## src/rtl/md_unit.sv

```systemverilog
`default_nettype none
// ============================================================================
//  Module      : md_unit
//  Description : Multi-cycle multiply/divide unit for the EX stage. Accepts
//                MULT/MULTU/DIV/DIVU/MTHI/MTLO, runs a fixed-latency
//                operation and owns the architectural HI/LO registers.
//                Raises a stall request for the hazard unit while an
//                operation is being issued or is in flight.
//  Revision    : 1.0 - initial release
// ----------------------------------------------------------------------------
//  Ports
//    clk        in   1   pipeline clock, rising edge
//    rst        in   1   synchronous active-high reset
//    start      in   1   EX holds a valid MD instruction this cycle
//    md_op      in   3   0 MULT, 1 MULTU, 2 DIV, 3 DIVU, 4 MTHI, 5 MTLO,
//                        6-7 no-op
//    src_a      in  32   rs operand
//    src_b      in  32   rt operand
//    busy       out  1   registered; operation in flight
//    stall_req  out  1   combinational: busy | (start & md_op <= 3)
//    hi         out 32   architectural HI
//    lo         out 32   architectural LO
// ============================================================================
module md_unit #(
    parameter int MULT_LAT = 5,
    parameter int DIV_LAT  = 10
) (
    input  logic        clk,
    input  logic        rst,
    input  logic        start,
    input  logic [2:0]  md_op,
    input  logic [31:0] src_a,
    input  logic [31:0] src_b,
    output logic        busy,
    output logic        stall_req,
    output logic [31:0] hi,
    output logic [31:0] lo
);

    // ------------------------------------------------------------------
    // Constants
    // ------------------------------------------------------------------
    localparam logic [1:0] c_IDLE = 2'd0;
    localparam logic [1:0] c_MUL  = 2'd1;
    localparam logic [1:0] c_DIV  = 2'd2;

    localparam logic [2:0] c_OP_MTHI = 3'd4;
    localparam logic [2:0] c_OP_MTLO = 3'd5;

    localparam logic [3:0] c_MUL_CNT = 4'(MULT_LAT - 1);
    localparam logic [3:0] c_DIV_CNT = 4'(DIV_LAT - 1);

    // Restoring-divider steps per cycle, rounded up so that DIV_LAT cycles
    // always cover all 32 quotient bits.
    localparam int c_STEPS = (32 + DIV_LAT - 1) / DIV_LAT;

    // ------------------------------------------------------------------
    // State and datapath registers
    // ------------------------------------------------------------------
    logic [1:0]  r_state;
    logic [1:0]  w_state_nxt;
    logic [3:0]  r_cnt;
    logic        r_busy;
    logic [31:0] r_hi;
    logic [31:0] r_lo;

    logic [31:0] r_a;          // latched operands for the multiplier
    logic [31:0] r_b;
    logic        r_signed;     // MULT/DIV vs MULTU/DIVU

    logic [31:0] r_rem;        // partial remainder (magnitude)
    logic [31:0] r_quo;        // dividend shifting out / quotient shifting in
    logic [31:0] r_div_mag;    // divisor magnitude
    logic [5:0]  r_bits;       // quotient bits still to produce
    logic        r_neg_q;
    logic        r_neg_r;
    logic        r_dz;         // divisor was zero: suppress the write

    // ------------------------------------------------------------------
    // Decoded controls (output-comb process fills these)
    // ------------------------------------------------------------------
    logic w_idle;
    logic w_accept;
    logic w_mthi;
    logic w_mtlo;
    logic w_mul_done;
    logic w_div_done;
    logic w_md_req;

    // ------------------------------------------------------------------
    // Combinational datapath
    // ------------------------------------------------------------------
    logic [31:0] w_mag_a;
    logic [31:0] w_mag_b;
    logic [63:0] w_prod;
    logic [31:0] w_rem;
    logic [31:0] w_quo;
    logic [5:0]  w_bits;
    logic [32:0] w_trial;
    logic [31:0] w_q_fin;
    logic [31:0] w_r_fin;

    // Operand magnitudes for the divider; unsigned ops pass straight through.
    assign w_mag_a = (~md_op[0] & src_a[31]) ? (32'd0 - src_a) : src_a;
    assign w_mag_b = (~md_op[0] & src_b[31]) ? (32'd0 - src_b) : src_b;

    // Sign-extending to 64 bits makes one unsigned multiplier serve both
    // MULT and MULTU: the low 64 bits of the product are identical.
    assign w_prod = {{32{r_signed & r_a[31]}}, r_a} *
                    {{32{r_signed & r_b[31]}}, r_b};

    // c_STEPS restoring-division steps on the current partial state. The
    // bit counter stops the iteration once all 32 bits are produced, so
    // the extra capacity in the final cycles is harmless.
    always_comb begin
        w_rem   = r_rem;
        w_quo   = r_quo;
        w_bits  = r_bits;
        w_trial = 33'd0;
        for (int i = 0; i < c_STEPS; i++) begin
            if (w_bits != 6'd0) begin
                w_trial = {1'b0, w_rem[31:0]} << 1;
                w_trial[0] = w_quo[31];
                w_quo = {w_quo[30:0], 1'b0};
                if (w_trial >= {1'b0, r_div_mag}) begin
                    w_trial  = w_trial - {1'b0, r_div_mag};
                    w_quo[0] = 1'b1;
                end
                w_rem  = w_trial[31:0];
                w_bits = w_bits - 6'd1;
            end
        end
    end

    // Sign fix-up: quotient truncates toward zero, remainder follows the
    // dividend. 0x80000000 / -1 falls out naturally as 0x80000000 rem 0.
    assign w_q_fin = r_neg_q ? (32'd0 - w_quo) : w_quo;
    assign w_r_fin = r_neg_r ? (32'd0 - w_rem) : w_rem;

    // ------------------------------------------------------------------
    // FSM: state register
    // ------------------------------------------------------------------
    always_ff @(posedge clk) begin
        if (rst) begin
            r_state <= c_IDLE;
        end else begin
            r_state <= w_state_nxt;
        end
    end

    // ------------------------------------------------------------------
    // FSM: next-state logic
    // ------------------------------------------------------------------
    always_comb begin
        w_state_nxt = r_state;
        case (r_state)
            c_IDLE: begin
                if (start && (md_op <= 3'd3)) begin
                    w_state_nxt = md_op[1] ? c_DIV : c_MUL;
                end
            end
            c_MUL, c_DIV: begin
                if (r_cnt == 4'd0) begin
                    w_state_nxt = c_IDLE;
                end
            end
            default: w_state_nxt = c_IDLE;
        endcase
    end

    // ------------------------------------------------------------------
    // FSM: output / control decode
    // ------------------------------------------------------------------
    always_comb begin
        w_idle     = (r_state == c_IDLE);
        w_md_req   = start & (md_op <= 3'd3);
        w_accept   = w_idle & w_md_req;
        w_mthi     = w_idle & start & (md_op == c_OP_MTHI);
        w_mtlo     = w_idle & start & (md_op == c_OP_MTLO);
        w_mul_done = (r_state == c_MUL) & (r_cnt == 4'd0);
        w_div_done = (r_state == c_DIV) & (r_cnt == 4'd0);
        stall_req  = r_busy | w_md_req;
    end

    // ------------------------------------------------------------------
    // Datapath registers
    // ------------------------------------------------------------------
    always_ff @(posedge clk) begin
        if (rst) begin
            r_cnt     <= 4'd0;
            r_busy    <= 1'b0;
            r_hi      <= 32'd0;
            r_lo      <= 32'd0;
            r_a       <= 32'd0;
            r_b       <= 32'd0;
            r_signed  <= 1'b0;
            r_rem     <= 32'd0;
            r_quo     <= 32'd0;
            r_div_mag <= 32'd0;
            r_bits    <= 6'd0;
            r_neg_q   <= 1'b0;
            r_neg_r   <= 1'b0;
            r_dz      <= 1'b0;
        end else begin
            r_busy <= (w_state_nxt != c_IDLE);

            if (w_accept) begin
                r_cnt     <= md_op[1] ? c_DIV_CNT : c_MUL_CNT;
                r_a       <= src_a;
                r_b       <= src_b;
                r_signed  <= ~md_op[0];
                r_rem     <= 32'd0;
                r_quo     <= w_mag_a;
                r_div_mag <= w_mag_b;
                r_bits    <= 6'd32;
                r_neg_q   <= ~md_op[0] & (src_a[31] ^ src_b[31]);
                r_neg_r   <= ~md_op[0] & src_a[31];
                r_dz      <= (src_b == 32'd0);
            end else if (!w_idle && (r_cnt != 4'd0)) begin
                r_cnt <= r_cnt - 4'd1;
            end

            if (r_state == c_DIV) begin
                r_rem  <= w_rem;
                r_quo  <= w_quo;
                r_bits <= w_bits;
            end

            if (w_mthi) begin
                r_hi <= src_a;
            end
            if (w_mtlo) begin
                r_lo <= src_a;
            end

            if (w_mul_done) begin
                r_hi <= w_prod[63:32];
                r_lo <= w_prod[31:0];
            end
            if (w_div_done && !r_dz) begin
                r_hi <= w_r_fin;
                r_lo <= w_q_fin;
            end
        end
    end

    assign busy = r_busy;
    assign hi   = r_hi;
    assign lo   = r_lo;

endmodule
`default_nettype wire

```

## config.mk

```make
export PLATFORM = sky130hd
export DESIGN_NAME = md_unit
export DESIGN_NICKNAME = d
export VERILOG_FILES = /design/src/rtl/md_unit.sv
export SDC_FILE = /design/constraint.sdc
export NUM_CORES = 2
export LEC_CHECK = 0
export ABC_CLOCK_PERIOD_IN_PS = 16050
export CELL_PAD_IN_SITES_DETAIL_PLACEMENT = 1
export CELL_PAD_IN_SITES_GLOBAL_PLACEMENT = 1
export CORE_ASPECT_RATIO = 0.8
export CORE_MARGIN = 2
export CORE_UTILIZATION = 51
export CTS_CLUSTER_SIZE = 16
export DETAILED_ROUTE_END_ITERATION = 10
export PLACE_DENSITY = 0.85
export SLEW_MARGIN = 20
export SYNTH_ARGS = -nofsm -noshare
export SYNTH_HDL_FRONTEND = slang
export SYNTH_SLANG_ARGS = --single-unit
```

## constraint.sdc

```tcl
create_clock -name clk -period 16.05 [get_ports clk]
set_input_delay 4.0125 -clock clk [delete_from_list [all_inputs] [get_ports clk]]
set_output_delay 4.0125 -clock clk [all_outputs]
set_load 0.01 [all_outputs]
```

# Yosys cells after proc, flatten, opt, wreduce, memory -nomap -nowiden
# Index checks and enable logic that the tools add are counted.
# W data, S select, Z words.
[word_totals]
reg_bits = 241
out_inout_bits = 66
elab_cells = 115
[classes]
add_sub_neg = 13
n_mul = 1
order_cmp = 5
eq_ne = 4
mux = 43
bitwise_logic = 15
n_reduce_logical = 19
[op_table]
columns = ["op", "count"]
rows = [
  ["$mux W32", 26],
  ["$ge A33 B32 Y1", 4],
  ["$sub A1 B32 Y32 const A", 4],
  ["$sub A32 B32 Y32", 4],
  ["$mul A33 B33 Y64", 1],
  ["$mux W6", 6],
  ["$logic_not A32 Y1", 1],
  ["$reduce_bool A6 Y1", 4],
  ["$sub A6 B1 Y6 const B", 4],
  ["$and A1 B1 Y1", 12],
  ["$mux W4", 3],
  ["$eq A3 B3 Y1 const B", 2],
  ["$mux W2", 3],
  ["$reduce_bool A2 Y1", 3],
  ["$reduce_bool A3 Y1", 2],
  ["$logic_not A4 Y1", 1],
  ["$mux W1", 4],
  ["$pmux W2 S2", 1],
  ["$reduce_bool A4 Y1", 1],
  ["$sub A4 B1 Y4 const B", 1],
  ["$le A3 B2 Y1 const B", 1],
  ["$logic_and A1 B1 Y1", 3],
  ["$eq A2 B1 Y1 const B", 1],
  ["$eq A2 B2 Y1 const B", 1],
  ["other kinds (6)", 7],
]

# Logic depth before layout (Yosys ltp)
[depth]
depth_word = 15
mapped_depth = 68

# Worst setup path after synthesis
# No wires, ideal clock.
[synth_path]
path_kind = "flip-flop to flip-flop"
start = "register r_div_mag[4]"
end = "register r_hi[31] (netlist: hi[31])"
setup_ns = 0.103
t_arrival_ns = 12.334
slack_ns = 3.613
path_stages_with_launch = 61
path_cell_list = "dfxtp_1 -> inv_1 -> ha_1 -> a21o_1 -> or3_4 -> o21ai_2 -> o21ai_2 -> a21oi_2 -> buf_2 -> clkbuf_1 -> and3_1 -> a21oi_1 -> o31ai_1 -> ha_1 -> nand4_1 -> inv_1 -> a221oi_2 -> nor2_1 -> (+25 left out) -> o2111ai_1 -> a31oi_1 -> o221a_2 -> o41ai_2 -> o311ai_0 -> o31ai_1 -> o21ai_0 -> a21oi_1 -> a21o_1 -> buf_4 -> nand2_4 -> o311a_1 -> a211oi_2 -> nand3_4 -> nor4bb_4 -> a41oi_2 -> xnor2_1 -> a2111oi_2"
[synth_between]
elab_chain_len = 15
elab_cells_between_ends = 19
[synth_rtl]
columns = ["item", "line_no", "rtl"]
rows = [
  ["start, declared", "73", "logic [31:0] r_div_mag;"],
  ["start signal, assigned", "214", "r_div_mag <= w_mag_b;"],
  ["$sub A32 B32 Y32 / $ge A33 B32 Y1 (equally long branches)", "126, 125", ""],
  ["$mux W32", "125", "if (w_trial >= {1'b0, r_div_mag}) begin"],
  ["$mux W32", "121", "if (w_bits != 6'd0) begin"],
  ["$sub A32 B32 Y32 / $ge A33 B32 Y1 (equally long branches)", "126, 125", ""],
  ["$mux W32", "125", ""],
  ["$mux W32", "121", ""],
  ["$sub A32 B32 Y32 / $ge A33 B32 Y1 (equally long branches)", "126, 125", ""],
  ["$mux W32", "125", ""],
  ["$mux W32", "121", ""],
  ["$sub A32 B32 Y32 / $ge A33 B32 Y1 (equally long branches)", "126, 125", ""],
  ["$mux W32", "125", ""],
  ["$mux W32 (*)", "121", ""],
  ["$sub A1 B32 Y32", "138", "assign w_r_fin = r_neg_r ? (32'd0 - w_rem) : w_rem;"],
  ["$mux W32 (*)", "138", ""],
  ["$mux W32 (*)", "240", "if (w_div_done && !r_dz) begin"],
  ["end signal, assigned", "230", "r_hi <= src_a;"],
  ["end signal, assigned", "237", "r_hi <= w_prod[63:32];"],
  ["end signal, assigned", "241", "r_hi <= w_r_fin;"],
  ["end, declared", "64", "logic [31:0] r_hi;"],
]
# Mark *: on every way between the ends. The rest lies on a longest branch, timed or not.
# A chain may end at the register's enable or synchronous reset.

# Worst setup path after layout
[layout_path]
start = "register r_div_mag[21]"
end = "register r_hi[31] (netlist: hi[31])"
# Same word-level chain as after synthesis.

==> results.md <==
* Cells after Synth at between 7000 and 8000
* WL met2 at 110500 µm
* WL met1 at 98500 µm
* WL met3 at between 30000 and 40000 µm
* Synthesis Warnings at 0
* CTS root buffer: clkbuf_16
* HP Start: r_b[19]$_SDFFE_PP0P_
* Crit path time final at 15.25 ns
* First-pass GRT wire length at 382000 µm
* Initial Util at 0.5152
* Synth-to-layout area growth at 6.221%
* Worst path max stage delay at between 0.5 and 0.6 ns
* Full die area at between 100000 and 150000 µm²
* Die height at 314.2 µm
* Multiplexer share of the synthesized area at 0.02528
* First-pass iteration count of the detailed router at 6
* Final Skew at ~0.053 ns
* Drt initial violations at a little under 6000
* Worst Setup SP: r_div_mag[21]$_SDFFE_PP0P_
* Crit path required time at about 17 ns
* Antenna-violating nets left at 0
* Crit end category: flip-flop
* Wire per inst at ~28 µm
* Hold-fix buffers, CTS at 0
* Max clock buf depth at 3
* Status: finished clean
* CTS clk-pin slew, worst paths at 0.08 ns
* Setup CP Type: reg2reg
* DP HPWL at ~200000 µm
* WP data arrival at roughly 16 ns
* Adder-cell share of the synthesized area at 0.4412
* CTS tree: yes
* Synthesized area per cell at ~8.3 µm²
* Final setup fails at 0
* Worst R2R Path Depth at 53
* WL final at 254000 µm
* Post-synthesis cell type count at 125
* Largest net degree at the start of global routing at 87
* Core Box Area at 119000 µm²
* Ys async rst share at 0
* Total track usage at 0.4138
* Synth Area in XOR/XNOR at 0.04042
* I/O Buffers at 135
* Clk_lat worst skew at 0.65 ns
* Setup TNS Final at 0 ns
* Total gr overflow at 0
* Synthesized area at around 61000 µm²
* Final net count at between 8000 and 9000
* Max Freq at approximately 66 MHz
* R2R Path Start: r_div_mag[21]$_SDFFE_PP0P_
* # DRC at 0
* Critical path's slowest cell: a311oi_4
* Vias per inst at approximately 6.3
* Register area share after synthesis at 0.07834
* HP Class: reg2reg
* Crit start category: flip-flop
* Compound-cell area share of the yosys netlist at 0.1328
* CTS buffer count at 28
* Final hold violation count at 0
* Highest routed metal layer: met5
* Synth Net Count at 8960
* Number of max-cap violations at 0
* Worst-margin pin slew at approximately 1.3 ns
* CP Capture Point: hi[31]$_SDFFE_PP0P_
* Crit-path max FO at 43
* Vias at 56265
* Clock sinks at 240
* Synth Flop Type: dfxtp_1
* Vias in the first global route at just over 60000
* FP Rows at 113
* EDFF count, synth at 0
* Slew Viols, Final at 0
* RR Endpoint: hi[31]$_SDFFE_PP0P_
* Placer congestion estimate at approximately 1.1
* Period utilisation layout at 0.9504
* IO Count at 136
* Die X at 391.7 µm
* Ratio of cells with drive above 1 in the final layout at 0.05233
* Simple-gate share of the synthesized area at 0.1824
* Reg2reg setup slack at 0.80 ns
* CP most frequent cell: a21oi_1
* CTS H-Tree Depth at 1
* Largest family of logic cells by synthesized area: adder cells
* Flops & latches, synth at 240
* Antenna violations before repair at 23
* Slew HR at 0.1338
## Yosys cell counts, types with 49 or more instances
library cell	instances	share of area
ha_1	356	0.073
nor2_1	419	0.026
and2_1	263	0.027
mux2i_1	122	0.020
a31oi_1	56	0.0057
fa_1	1129	0.37
o21ai_0	183	0.015
and3_1	92	0.0094
xor2_1	119	0.017
nand2_1	1292	0.079
a21o_1	90	0.011
nand3_1	74	0.0060
nand2b_1	49	0.0050
a21oi_1	391	0.032
nor3_1	67	0.0055
inv_1	1126	0.069
dfxtp_1	240	0.078
xnor2_1	164	0.023
a211oi_1	99	0.012
clkbuf_1	357	0.022
## cells in the final DEF, fill, tap and decap left out, types with 24 or more instances in the layout
cell type / count
o31ai_1: 31
ha_1: 355
buf_4: 150
a21o_1: 89
nand3_1: 73
mux2_2: 24
or3_1: 26
a31oi_1: 56
nor2_1: 415
clkdlybuf4s50_1: 134
fa_1: 1129
o211ai_1: 38
a211oi_1: 98
nand2_1: 1290
or2_2: 40
dfxtp_1: 235
and2_1: 263
o21ai_1: 26
inv_1: 1125
o21a_1: 29
mux2i_1: 122
clkbuf_16: 28
xor2_1: 119
o21ai_0: 182
xnor2_1: 164
nand4_1: 35
and3_1: 91
a21oi_1: 389
nor3_1: 65
nand2b_1: 47
o21bai_1: 30
## per-layer routing
layer / track usage / vias up
li1: - / 23357
met1: 0.5430 / 28819
met2: 0.6295 / 3202
met3: 0.1250 / 869
met4: 0.1895 / 18
met5: 0 / -
## worst min path at each step
| stage | to | slack, ns | cells past startpoint |
|---|---|---|---|
| floorplan | r_div_mag[16]$_SDFFE_PP0P_ | 0.43 | 2 |
| detailed placement | r_a[1]$_SDFFE_PP0P_ | 0.45 | 2 |
| CTS | r_b[17]$_SDFFE_PP0P_ | 0.46 | 2 |
| global placement | lo[17]$_SDFFE_PP0P_ | 0.44 | 2 |
| finish | r_b[19]$_SDFFE_PP0P_ | 0.46 | 2 |
| global route | r_b[4]$_SDFFE_PP0P_ | 0.48 | 2 |
## registers in the layout, indices dropped and copies added, names as in the netlist
name       count
r_dz           1
r_bits         6
r_b           32
r_neg_r        1
r_state        2
r_div_mag     31
busy           1
r_quo         32
hi            32
r_cnt          4
r_a           32
r_neg_q        1
r_rem         32
r_signed       1
lo            32
## worst max-delay path, delay by kind of cell, from the launching register on
kind                     cells  cell delay, ns
AND/OR/NAND/NOR             11            3.02
adder cells (fa/ha/maj)      4            1.56
XOR/XNOR                     1            0.19
multiplexers                 2            0.72
AO/OA/AOI/OAI               29            7.98
flip-flops                   1            0.33
buffers and inverters        6            1.31
## cell families after synthesis
family	count (synthesis)
AND/OR/NAND/NOR	2464
AO/OA/AOI/OAI	1212
buffers and inverters	1570
multiplexers	151
XOR/XNOR	283
flip-flops	240
adder cells (fa/ha/maj)	1485
## final cells by class
type                    instances  area, µm²
clock buffers                  35      747.0
fillers                     14317      53900
diodes                          4      10.01
flip-flops and latches        240       4811
clock inverters                15      235.2
multi-input cells            5596      50590
repair buffers                286       2501
inverters                    1128       4234
well taps                    1610       2014
## stage by stage
| step | utilization | cells | instance area (µm²) | hold slack, ns | worst slack [ns] |
|---|---|---|---|---|---|
| 2_1_floorplan | - | 7405 | 61330 | 0.4319 | 3.613 |
| 3_3_place_gp | 0.5380 | 8858 | 64040 | 0.4418 | 0.5499 |
| 3_5_place_dp | 0.5380 | 8858 | 64050 | 0.4510 | 0.1580 |
| 4_1_cts | 0.5463 | 8908 | 65030 | 0.4588 | 0.07045 |
| 5_1_grt | 0.5471 | 8911 | 65140 | 0.4781 | -0.0009965 |
| 6_report | 0.5472 | 8914 | 65140 | 0.4559 | 0.7964 |
## what timing repair did
action,CTS,global route
resized for setup,0,14
setup endpoints to repair,0,70
setup buffers,0,1
Power is not shown: default switching activity piles up to over one toggle a cycle in this logic, so the estimate is an artifact.
